`src/rtl/pipelined_cla_addsub_pkg.sv`:
```
// -----------------------------------------------------------------------------
// cla_pkg
// Shared definitions for the pipelined carry-lookahead adder/subtractor.
//   - default WIDTH / STAGES / GROUP constants
//   - cla_stage_t: per-stage pipeline payload at the default width
//     {valid, sub, sat, carry, ovf, partial sum, skewed operand bits}
//   - group_pg(): group propagate/generate over the first n bits of a group
// No ports (package).
// -----------------------------------------------------------------------------
package cla_pkg;

    localparam int DEF_WIDTH  = 32;
    localparam int DEF_STAGES = 4;
    localparam int DEF_GROUP  = 4;
    // Widest lookahead group group_pg() can evaluate.
    localparam int MAX_GROUP  = 32;

    // The top declares this same layout at its own WIDTH.
    typedef struct packed {
        logic                 valid;
        logic                 sub;
        logic                 sat;
        logic                 carry;
        logic                 ovf;
        logic [DEF_WIDTH-1:0] psum;
        logic [DEF_WIDTH-1:0] a;
        logic [DEF_WIDTH-1:0] b;
    } cla_stage_t;

    // Returns {P, G} for bits [n-1:0]; bits at or above n are ignored so that
    // a trailing partial group is handled correctly.
    function automatic logic [1:0] group_pg(input logic [MAX_GROUP-1:0] p,
                                            input logic [MAX_GROUP-1:0] g,
                                            input int                   n);
        logic pp;
        logic gg;
        pp = 1'b1;
        gg = 1'b0;
        for (int i = 0; i < MAX_GROUP; i++) begin
            if (i < n) begin
                gg = g[i] | (p[i] & gg);
                pp = pp & p[i];
            end
        end
        return {pp, gg};
    endfunction

endpackage

```
`src/rtl/pipelined_cla_addsub_slice.sv`:
```
// -----------------------------------------------------------------------------
// cla_slice
// Combinational W-bit carry-lookahead slice built from GROUP-bit lookahead
// groups (a final partial group is allowed).
// Ports:
//   a, b   in  [W-1:0]  operand bits for this slice (b already inverted for sub)
//   cin    in           carry into bit 0 of the slice
//   sum    out [W-1:0]  slice sum
//   cout   out          carry out of the slice MSB
//   cmsb   out          carry into the slice MSB (signed-overflow detection)
// -----------------------------------------------------------------------------
module cla_slice
    import cla_pkg::*;
#(
    parameter int W     = 8,
    parameter int GROUP = DEF_GROUP
) (
    input  logic [W-1:0] a,
    input  logic [W-1:0] b,
    input  logic         cin,
    output logic [W-1:0] sum,
    output logic         cout,
    output logic         cmsb
);

    localparam int NG = (W + GROUP - 1) / GROUP;

    logic [W-1:0]         p;
    logic [W-1:0]         g;
    logic [W:0]           c;
    logic [NG:0]          gc;
    logic [MAX_GROUP-1:0] pv;
    logic [MAX_GROUP-1:0] gv;
    logic [1:0]           pg;
    int                   n;

    always_comb begin
        p  = a ^ b;
        g  = a & b;
        gc = '0;
        pv = '0;
        gv = '0;
        pg = '0;
        n  = 0;
        c  = '0;

        // Group-level carries: each group's carry-in comes from the group
        // lookahead of the previous group, not from bit ripple.
        gc[0] = cin;
        for (int j = 0; j < NG; j++) begin
            pv = '0;
            gv = '0;
            for (int i = 0; i < GROUP; i++) begin
                if (j * GROUP + i < W) begin
                    pv[i] = p[j * GROUP + i];
                    gv[i] = g[j * GROUP + i];
                end
            end
            n         = (W - j * GROUP < GROUP) ? (W - j * GROUP) : GROUP;
            pg        = group_pg(pv, gv, n);
            gc[j + 1] = pg[0] | (pg[1] & gc[j]);
        end

        // Bit carries inside a group; group boundaries take the lookahead carry.
        c[0] = gc[0];
        for (int i = 0; i < W; i++) begin
            if (((i + 1) % GROUP == 0) || (i == W - 1))
                c[i + 1] = gc[(i + GROUP) / GROUP];
            else
                c[i + 1] = g[i] | (p[i] & c[i]);
        end

        sum  = p ^ c[W-1:0];
        cout = c[W];
        cmsb = c[W-1];
    end

endmodule

```
`src/rtl/pipelined_cla_addsub.sv`:
```
// -----------------------------------------------------------------------------
// pipelined_cla_addsub
// Pipelined carry-lookahead adder/subtractor. The WIDTH-bit operation is split
// into STAGES slices of WIDTH/STAGES bits; slice k is computed in pipeline
// stage k from the registered carry of stage k-1. Operands and completed sum
// slices travel with the beat, so sum/cout/ovf leave aligned after exactly
// STAGES cycles. Global-stall flow control: every stage shifts when the output
// is empty or being taken.
// Optional feature macro: PIPELINED_CLA_SAT_EN (adds the sat input; saturates
// sum to signed max/min on overflow).
// Ports:
//   clk, rst         clock, synchronous active-high reset
//   in_valid/in_ready  input handshake (in_ready is combinational)
//   a, b [WIDTH]     operands
//   cin              carry-in, add mode only
//   sub              1: a - b (a + ~b + 1)
//   sat              (PIPELINED_CLA_SAT_EN only) saturate on signed overflow
//   out_valid/out_ready output handshake
//   sum [WIDTH]      result
//   cout             carry out of the MSB (sub: 1 = no borrow)
//   ovf              signed overflow
// -----------------------------------------------------------------------------
module pipelined_cla_addsub
    import cla_pkg::*;
#(
    parameter int WIDTH  = DEF_WIDTH,
    parameter int STAGES = DEF_STAGES,
    parameter int GROUP  = DEF_GROUP
) (
    input  logic             clk,
    input  logic             rst,
    input  logic             in_valid,
    output logic             in_ready,
    input  logic [WIDTH-1:0] a,
    input  logic [WIDTH-1:0] b,
    input  logic             cin,
    input  logic             sub,
`ifdef PIPELINED_CLA_SAT_EN
    input  logic             sat,
`endif
    output logic             out_valid,
    input  logic             out_ready,
    output logic [WIDTH-1:0] sum,
    output logic             cout,
    output logic             ovf
);

    localparam int BLOCK = WIDTH / STAGES;

    if (WIDTH % STAGES != 0) begin : g_chk_div
        $error("pipelined_cla_addsub: WIDTH must be divisible by STAGES");
    end
    if (GROUP < 1 || GROUP > MAX_GROUP) begin : g_chk_group
        $error("pipelined_cla_addsub: GROUP out of range");
    end

    typedef struct packed {
        logic             valid;
        logic             sub;
        logic             sat;
        logic             carry;
        logic             ovf;
        logic [WIDTH-1:0] psum;
        logic [WIDTH-1:0] a;
        logic [WIDTH-1:0] b;
    } stage_t;

    stage_t [STAGES-1:0] r;
    stage_t [STAGES-1:0] nxt;
    stage_t              head;
    logic                advance;
    logic                sat_in;
    logic                unused_bits;

`ifdef PIPELINED_CLA_SAT_EN
    assign sat_in = sat;
`else
    assign sat_in = 1'b0;
`endif

    // Beat as captured: B is inverted here and the carry-in forced to 1 for
    // subtraction, so the slices only ever add.
    always_comb begin
        head       = '0;
        head.valid = in_valid;
        head.sub   = sub;
        head.sat   = sat_in;
        head.carry = sub | cin;
        head.a     = a;
        head.b     = sub ? ~b : b;
    end

    for (genvar k = 0; k < STAGES; k++) begin : g_stage
        stage_t           src;
        logic [BLOCK-1:0] s_sum;
        logic             s_cout;
        logic             s_cmsb;

        if (k == 0) begin : g_src_in
            assign src = head;
        end else begin : g_src_reg
            assign src = r[k-1];
        end

        cla_slice #(
            .W     (BLOCK),
            .GROUP (GROUP)
        ) u_slice (
            .a    (src.a[k*BLOCK +: BLOCK]),
            .b    (src.b[k*BLOCK +: BLOCK]),
            .cin  (src.carry),
            .sum  (s_sum),
            .cout (s_cout),
            .cmsb (s_cmsb)
        );

        if (k == STAGES - 1) begin : g_last
            stage_t n;
            always_comb begin
                n                      = src;
                n.psum[k*BLOCK +: BLOCK] = s_sum;
                n.carry                = s_cout;
                // Carry into the MSB differing from carry out of it is exactly
                // "same operand signs, different result sign".
                n.ovf                  = s_cmsb ^ s_cout;
                if (n.sat && n.ovf)
                    n.psum = n.a[WIDTH-1] ? {1'b1, {(WIDTH-1){1'b0}}}
                                          : {1'b0, {(WIDTH-1){1'b1}}};
            end
            assign nxt[k] = n;
        end else begin : g_mid
            stage_t n;
            logic   unused_cmsb;
            always_comb begin
                n                      = src;
                n.psum[k*BLOCK +: BLOCK] = s_sum;
                n.carry                = s_cout;
                n.ovf                  = 1'b0;
            end
            assign nxt[k]      = n;
            assign unused_cmsb = s_cmsb;
        end
    end

    assign advance  = !r[STAGES-1].valid || out_ready;
    assign in_ready = advance;

    always_ff @(posedge clk) begin
        if (rst)
            r <= '0;
        else if (advance)
            r <= nxt;
    end

    assign out_valid = r[STAGES-1].valid;
    assign sum       = r[STAGES-1].psum;
    assign cout      = r[STAGES-1].carry;
    assign ovf       = r[STAGES-1].ovf;

    // Low operand bits and the sub flag are not needed after their slice.
    always_comb begin
        unused_bits = 1'b0;
        for (int k = 0; k < STAGES; k++)
            unused_bits = unused_bits ^ (^r[k]);
    end

endmodule

```
`config.mk`:
```
export PLATFORM = sky130hd
export DESIGN_NAME = pipelined_cla_addsub
export DESIGN_NICKNAME = d
export VERILOG_FILES = /design/src/rtl/pipelined_cla_addsub_pkg.sv /design/src/rtl/pipelined_cla_addsub_slice.sv /design/src/rtl/pipelined_cla_addsub.sv
export SDC_FILE = /design/constraint.sdc
export NUM_CORES = 1
export LEC_CHECK = 0
export CAP_MARGIN = 15
export CELL_PAD_IN_SITES_DETAIL_PLACEMENT = 1
export CELL_PAD_IN_SITES_GLOBAL_PLACEMENT = 1
export CORE_ASPECT_RATIO = 0.6
export CORE_MARGIN = 8
export CORE_UTILIZATION = 30
export CTS_BUF_LIST = sky130_fd_sc_hd__clkbuf_4 sky130_fd_sc_hd__clkbuf_8
export DETAILED_ROUTE_END_ITERATION = 8
export PLACE_DENSITY = 0.59
export SKIP_CTS_REPAIR_TIMING = 1
export SYNTH_ARGS = -nofsm -noshare
export SYNTH_HDL_FRONTEND = slang
export SYNTH_SLANG_ARGS = --single-unit
```
`constraint.sdc`:
```
create_clock -name clk -period 4.7 [get_ports clk]
set_input_delay 0.94 -clock clk [delete_from_list [all_inputs] [get_ports clk]]
set_output_delay 0.94 -clock clk [all_outputs]
set_load 0.01 [all_outputs]
```
# Word level (Yosys, flattened, before mapping)
# Cells that the tools add are included.
# classes
mux	1
bitwise	151
reduce_logical	2
# op_table
cell	n
$and 1x1->1	80
$xor 8x8->8	8
$or 1x1->1	57
$and 8x8->8	4
$mux 32	1
$not 32->32	1
$logic_not 1->1	1
$logic_or 1x1->1	1
$xor 1x1->1	1
# word_totals
reg_bits	281
inputBits	70
output_inout_bits	36
word_cells	173

# Logic depth before layout (Yosys ltp)
# Gate-level depths: netlist of the first run.
# depth
word_depth	17
depth_mapped	13
depth_no_buf	11

# Modules after synthesis
# A second synthesis of the first run with hierarchy kept.
# unflattened
hier_cells	958
area_unflattened_um2	8227.9
# modules_own_cells
module	instances	cells_per_inst	area_per_inst_um2	seq_area_each_um2
pipelined_cla_addsub	1	816	6854.1	3703.6
cla_slice (g_stage[1].u_slice ...)	2	35	344.1	0.0
cla_slice (g_stage[3].u_slice)	1	36	346.6	0.0
cla_slice (g_stage[0].u_slice)	1	36	339.1	0.0

# Worst setup path before layout of the first run
# No wires, ideal clock.
# synth_path
kind	input to register
from	input sub
to	register r, in the netlist g_stage[1].g_mid.n[71]
setup_ns	0.070
t_arrival_ns	3.570
required_ns	4.630
path_slack_ns	1.060
path_stages	13
path_buffers	2
path_cell_list	buf_2 -> buf_4 -> xor2_1 -> ha_1 -> o211ai_1 -> a21oi_1 -> nor2_1 -> fa_1 -> fa_1 -> fa_1 -> xnor2_1 -> nand2_1 -> a21oi_1
# synth_via
elab_chain_len	16
word_cells_on_any_way	22
cone_classes	1 x mux; 21 x bitwise
# synth_lines
element	line_no	rtl
from (decl)	pipelined_cla_addsub.sv:37	input logic sub,
$mux 32	pipelined_cla_addsub.sv:90	head.b = sub ? ~b : b;
$xor 8x8->8 / $and 8x8->8 (equally long branches)	pipelined_cla_addsub_slice.sv:38, pipelined_cla_addsub_slice.sv:39	
$and 1x1->1	pipelined_cla_addsub_pkg.sv:41	gg = g[i] | (p[i] & gg);
$or 1x1->1	pipelined_cla_addsub_pkg.sv:41	
$and 1x1->1	pipelined_cla_addsub_pkg.sv:41	
$or 1x1->1	pipelined_cla_addsub_pkg.sv:41	
$and 1x1->1	pipelined_cla_addsub_pkg.sv:41	
$or 1x1->1	pipelined_cla_addsub_pkg.sv:41	
$or 1x1->1	pipelined_cla_addsub_slice.sv:61	gc[j + 1] = pg[0] | (pg[1] & gc[j]);
$and 1x1->1	pipelined_cla_addsub_slice.sv:70	c[i + 1] = g[i] | (p[i] & c[i]);
$or 1x1->1	pipelined_cla_addsub_slice.sv:70	
$and 1x1->1	pipelined_cla_addsub_slice.sv:70	
$or 1x1->1	pipelined_cla_addsub_slice.sv:70	
$and 1x1->1	pipelined_cla_addsub_slice.sv:70	
$or 1x1->1	pipelined_cla_addsub_slice.sv:70	
$xor 8x8->8 (*)	pipelined_cla_addsub_slice.sv:73	sum = p ^ c[W-1:0];
to (signal assigned)	pipelined_cla_addsub.sv:152	r <= nxt;
to (decl)	pipelined_cla_addsub.sv:68	stage_t [STAGES-1:0] r;
# Every way passes the cells marked *; elsewhere a longest branch is shown, timed or not.
# A chain may end at the register's enable or synchronous reset.

# Worst setup path after layout of the first run
# layout_path
from	input b[1]
to	register r, in the netlist g_stage[1].g_mid.n[71]
# layout_via
elab_chain_len	17
word_cells_on_any_way	22
cone_classes	1 x mux; 21 x bitwise
# layout_lines
element	line_no	rtl
from (decl)	pipelined_cla_addsub.sv:35	input logic [WIDTH-1:0] b,
$not 32->32	pipelined_cla_addsub.sv:90	
$mux 32 (*)	pipelined_cla_addsub.sv:90	
$xor 8x8->8	pipelined_cla_addsub_slice.sv:38	p = a ^ b;
$and 1x1->1	pipelined_cla_addsub_pkg.sv:41	
$or 1x1->1	pipelined_cla_addsub_pkg.sv:41	
$and 1x1->1	pipelined_cla_addsub_pkg.sv:41	
$or 1x1->1	pipelined_cla_addsub_pkg.sv:41	
$and 1x1->1	pipelined_cla_addsub_pkg.sv:41	
$or 1x1->1	pipelined_cla_addsub_pkg.sv:41	
$or 1x1->1 (*)	pipelined_cla_addsub_slice.sv:61	
$and 1x1->1 (*)	pipelined_cla_addsub_slice.sv:70	
$or 1x1->1 (*)	pipelined_cla_addsub_slice.sv:70	
$and 1x1->1 (*)	pipelined_cla_addsub_slice.sv:70	
$or 1x1->1 (*)	pipelined_cla_addsub_slice.sv:70	
$and 1x1->1 (*)	pipelined_cla_addsub_slice.sv:70	
$or 1x1->1 (*)	pipelined_cla_addsub_slice.sv:70	
$xor 8x8->8 (*)	pipelined_cla_addsub_slice.sv:73	
# Marked as above.

==> results of run 1 <==
[stage by stage]
step	hold WS, ns	power [mW]
after CTS	0.460	3.30
after global placement	0.439	2.19
after global routing	0.478	3.43
after detailed placement	0.445	2.19
after floorplan	0.432	2.00
final	0.456	3.24
[sequential cells by signal (all words and copies together) (netlist names)]
name	cells
sum	32
g_stage.g_mid.n	106
g_stage.src	27
cout	1
out_valid	1
ovf	1
g_stage.g_last.n	17
[routing by layer]
layer,global-route usage (%),wire length [um]
met1,21.4,12300
met2,18.0,8090
met3,4.02,1020
met4,3.37,176
met5,0,0
[power by group]
group	internal (mW)	leakage (nW)	switching, mW	total [mW]
sequential	1.67	1.52	0.0685	1.74
combinational	0.198	2.05	0.210	0.408
clock	0.442	0.199	0.644	1.09
[worst paths after layout]
path	from	endpoint	slack, ns
max	b[1]	g_stage[1].g_mid.n[71]	1.30
min	sum[14]	sum[14]	0.46
max reg2reg	g_stage[3].g_last.n[24]	ovf	1.71
min reg2reg	sum[14]	sum[14]	0.46
[final cells by class]
| class | count | area, sq um |
|---|---|---|
| clock inverter | 15 | 158 |
| multi-input combinational | 661 | 3810 |
| fill | 3107 | 16600 |
| timing repair buffer | 111 | 1100 |
| clock buffer | 17 | 234 |
| tap | 360 | 450 |
| sequential | 185 | 3700 |
| inverter | 27 | 106 |
[cells in the final DEF, fill, tap and decap left out, types with 17 or more instances in the layout]
master           instances
nor2_1                  47
nand2_1                292
ha_1                    32
xnor2_1                 31
clkdlybuf4s50_1        103
dfxtp_1                185
a211oi_1                39
inv_1                   26
fa_1                    24
clkbuf_8                17
a21oi_1                154
[worst reg2reg max path, stage by stage (launching register included)]
cell     delay (ns)
dfxtp_1        0.35
ha_1           0.31
a21o_4         0.22
nand3_1        0.07
nand2_1        0.07
a21o_1         0.22
fa_1           0.39
fa_1           0.39
fa_1           0.43
nor3_1         0.28
nand3_1        0.12
nand3_1        0.10
[logic make-up after synthesis]
| group | count (synthesis) | share of synthesized area (%) |
|---|---|---|
| and+or+nand+nor | 348 | 16.8 |
| buffers and inverters | 91 | 5.15 |
| xor gates and xnor gates | 40 | 4.42 |
| AOI/OAI and AO/OA | 217 | 15.7 |
| adders and majority gates | 56 | 11.1 |
| DFF | 185 | 46.8 |
==> metrics.txt, run 1 <==
Max-slew headroom=35.0%; worst reg2reg path depth=11; post-DP HPWL=14900 um; flop and latch count out of synthesis=185; die height=142 um; Final min period=3.40 ns; fin area=9570 sq um; Worst-Skew Late Latency=0.49 ns; Starting Density=30.2%; routed length per instance=15.7 um; Cell Area, Synth=7920 sq um; Clock Path Buffers=2; Synth async-reset ratio=0%; non-filler cells in the finished layout=1376; area delta synth->final=20.8%; Slew Limit Fails=0; Worst Tran Pin Value=0.976 ns; Initial DRC Count=295; P_leak=3.77 nW; # nets final=1129; post-layout util=36.5%; global-route wire length before repair=34800 um; required time worst endpoint=5.12 ns; Site Rows=46; Die Area=32000 sq um; fin crit share=72.3%; leading area contributor after synthesis=dfxtp_1; grt ovf=0; Crit-path slowest cell=fa_1; Post-Synthesis Cells=937; RSZ-0062 raised after global routing=no; CP top delay family=adder cells; Inst Count DP=1344; gp weighted congestion=0.806; Placed Instance Area=9180 sq um; CTS buffer count=17; CP Depth=12; Area contributors post-synth=dfxtp_1 47%, nand2_1 14%, a21oi_1 9.7%; final hold vios=0; Crit path top cell by count=fa_1; io pins=106; Post-route DRC=0; share of layout cells above drive strength 1=4.23%; Clock Skews=0.0144 ns; Main synth FF type=dfxtp_1; Final ANT Viol Nets=0; CTS tree=built; Startpoint Class=input pin; Worst Hold Class=reg2reg; worst vdd ir=0.158 mV; largest net degree at the start of global routing=215; status=finished clean; PD cells=338 nW/um^2; setup TNS=0 ns; vias in the first global route=6308; GRT Util Overall=13.8%; Root Buffer Master=clkbuf_8; htree depth=4; Max-Cap Viols=0; most numerous cell in the Yosys netlist=nand2_1; Buf/Inv on CP=1; WP data arrival=3.82 ns; number of library cell types mapped by synthesis=31; number of port buffers=105; WHS Path Cells=2; number of synthesized flops with an enable pin=0; final setup violation count=0; Largest stage delay, worst path=0.43 ns; Setup CP Type=in2reg; n_diodes=0; core area=26200 sq um; first-pass detailed-route iteration total=4; syn avg cell area=8.45 sq um; Syn Nets=1063; CP Max Fanout=2; clock slew at reported path FFs=0.10 ns; Ys Warns=0; critical path, cell by cell=clkdlybuf4s50_1 > xor2_1 > ha_1 > o211ai_1 > a21oi_1 > nor2_1 > fa_1 > fa_1 > fa_1 > xnor2_1 > nand2_1 > a21oi_1; final setup margin=1.30 ns; dpl ws=0.806 ns; initial antenna violation count=0; Post-synth top cells=292 x nand2_1, 185 x dfxtp_1, 154 x a21oi_1; f_max=294 MHz; sequential share of the synthesized area=46.8%; # clock sinks=185; Worst setup EP type=flip-flop; routed wire length=21500 um; post-synth top area share=46.8%; Die W=226 um; Vias=6215; Via density=4.52
Note: power is estimated with default switching activity, not from simulation.
==> inputs of run 2 (changes only) <==
- PLACE_DENSITY: 0.59 -> 0.61
- clock period: 4.7 -> 2.8 ns (I/O delays scaled with it)
==> run 2 against run 1 <==
  * Count of clock-buffer cells in the layout up 1
  * Wire length up 2.9%
  * Via count up 1.9%
  * Utilization up 1.4 points
  * Global-route usage up 0.26 points
  * Total power up 69%
  * Hold slack worse by 0.014 ns
  * Largest cell class unchanged
  * Largest power group unchanged
  * Highest routed layer unchanged
==> metrics.txt, run 2 (same netlist as run 1, synthesis figures left out) <==
f_max=364 MHz; Crit-path slowest cell=fa_2; met1 usage=21.5%; first-pass detailed-route iteration total=4; routed length per instance=15.8 um; hold path start=g_stage[3].src[69]; Vias=6330; Slew Limit Fails=0; gp weighted congestion=0.790; core area=26200 sq um; # nets final=1152; number of port buffers=105; Starting Density=30.2%; htree depth=4; P_leak=3.95 nW; vias in the first global route=6520; Via density=4.52; reg-to-reg startpoint=g_stage[3].g_last.n[56]; status=finished clean; dpl ws=-0.531 ns; non-filler cells in the finished layout=1399; Max-Cap Viols=0; required time worst endpoint=3.19 ns; n_diodes=0; Inst Count DP=1365; PD cells=552 nW/um^2; r2r setup slk=0.05 ns; grt ovf=0; Worst Tran Pin Value=0.530 ns; Site Rows=46; Crit path top cell by count=fa_2; Setup CP Type=reg2reg; worst hold endpoint=sum[5]; met2 Usage GRT=19.5%; Die Area=32000 sq um; largest net degree at the start of global routing=117; Final ANT Viol Nets=0; die height=142 um; WHS Path Cells=2; CP Max Fanout=3; commonest non-fill, non-tap cells in the layout=291 x nand2_1, 182 x dfxtp_1, 149 x a21oi_1, 98 x clkdlybuf4s50_1, 46 x nor2_1; RSZ-0062 raised after global routing=yes; global-route met3 utilization=3.34%; most common cell after layout, fill and taps aside=nand2_1; # clock sinks=185; fin crit share=98.2%; Clock Skews=0.0194 ns; critical path, cell by cell=ha_4 > a21o_4 > nand3_2 > nand2_1 > a21o_1 > fa_2 > fa_2 > fa_2 > xnor2_2 > a211oi_2; Placed Instance Area=9400 sq um; final setup margin=0.0511 ns; clock slew at reported path FFs=0.11 ns; post-DP HPWL=15700 um; CTS tree=built; Clock Path Buffers=2; Initial DRC Count=310; GRT busiest layer=met1; io pins=106; initial antenna violation count=0; reg2reg end=sum[31]; WP data arrival=3.14 ns; share of layout cells above drive strength 1=8.95%; Root Buffer Master=clkbuf_8; worst vdd ir=0.281 mV; Worst Hold Class=reg2reg; CTS buffer count=17; final setup violation count=0; Largest register FFs=106; Largest stage delay, worst path=0.46 ns; Post-route DRC=0; Worst-Skew Late Latency=0.48 ns; Worst setup EP type=flip-flop; final hold vios=0; Startpoint Class=flip-flop; Final min period=2.75 ns; area delta synth->final=25.3%; global-route wire length before repair=35500 um; fin area=9930 sq um; worst reg2reg path depth=10; routed wire length=22200 um; GRT Util Overall=14.1%; Max-slew headroom=64.7%; Die W=226 um
-- run 2: how the worst max path moves through the flow --
stage | cells past startpoint | from | slack (ns) | endpoint
after global placement | 12 | b[1] | -0.49 | g_stage[1].g_mid.n[71]
after global routing | 11 | g_stage[3].g_last.n[56] | -0.03 | ovf
after detailed placement | 12 | b[1] | -0.53 | g_stage[1].g_mid.n[71]
after floorplan | 13 | sub | -0.12 | g_stage[1].g_mid.n[71]
after CTS | 11 | g_stage[3].g_last.n[24] | -0.16 | ovf
final | 10 | g_stage[3].g_last.n[56] | 0.05 | sum[31]
-- run 2: area by class of cell --
| type | count | area, sq um |
|---|---|---|
| clock inverter | 14 | 148 |
| fill | 3053 | 16300 |
| clock buffer | 18 | 241 |
| multi-input combinational | 661 | 3930 |
| sequential | 185 | 3710 |
| timing repair buffer | 134 | 1340 |
| inverter | 27 | 106 |
| tap | 360 | 450 |
-- run 2: critical path, delay by kind of cell (launching register included) --
| kind | cells | cell delay, ns |
|---|---|---|
| DFF | 1 | 0.35 |
| adders and majority gates | 4 | 1.49 |
| xor gates and xnor gates | 1 | 0.17 |
| AOI/OAI and AO/OA | 3 | 0.56 |
| and+or+nand+nor | 2 | 0.10 |
-- run 2: power breakdown --
group / switching, mW / internal [mW]
clock: 1.01 / 0.807
sequential: 0.115 / 2.81
combinational: 0.370 / 0.363
total: 1.50 / 3.98
-- run 2: metrics by stage --
step	hold WS (ns)	util [%]	setup TNS [ns]	total power, mW
global route	0.471	37.9	-0.0669	5.80
global placement	0.440	35.9	-1.19	3.68
finish	0.442	37.9	0	5.48
floorplan	0.432	-	-0.236	3.36
CTS	0.453	37.4	-0.305	5.54
detailed placement	0.445	35.9	-1.45	3.70
-- run 2: routing by layer --
layer	vias up	wire length (um)
li1	3246	-
met1	2991	12600
met2	82	8780
met3	11	649
met4	0	170
met5	-	0
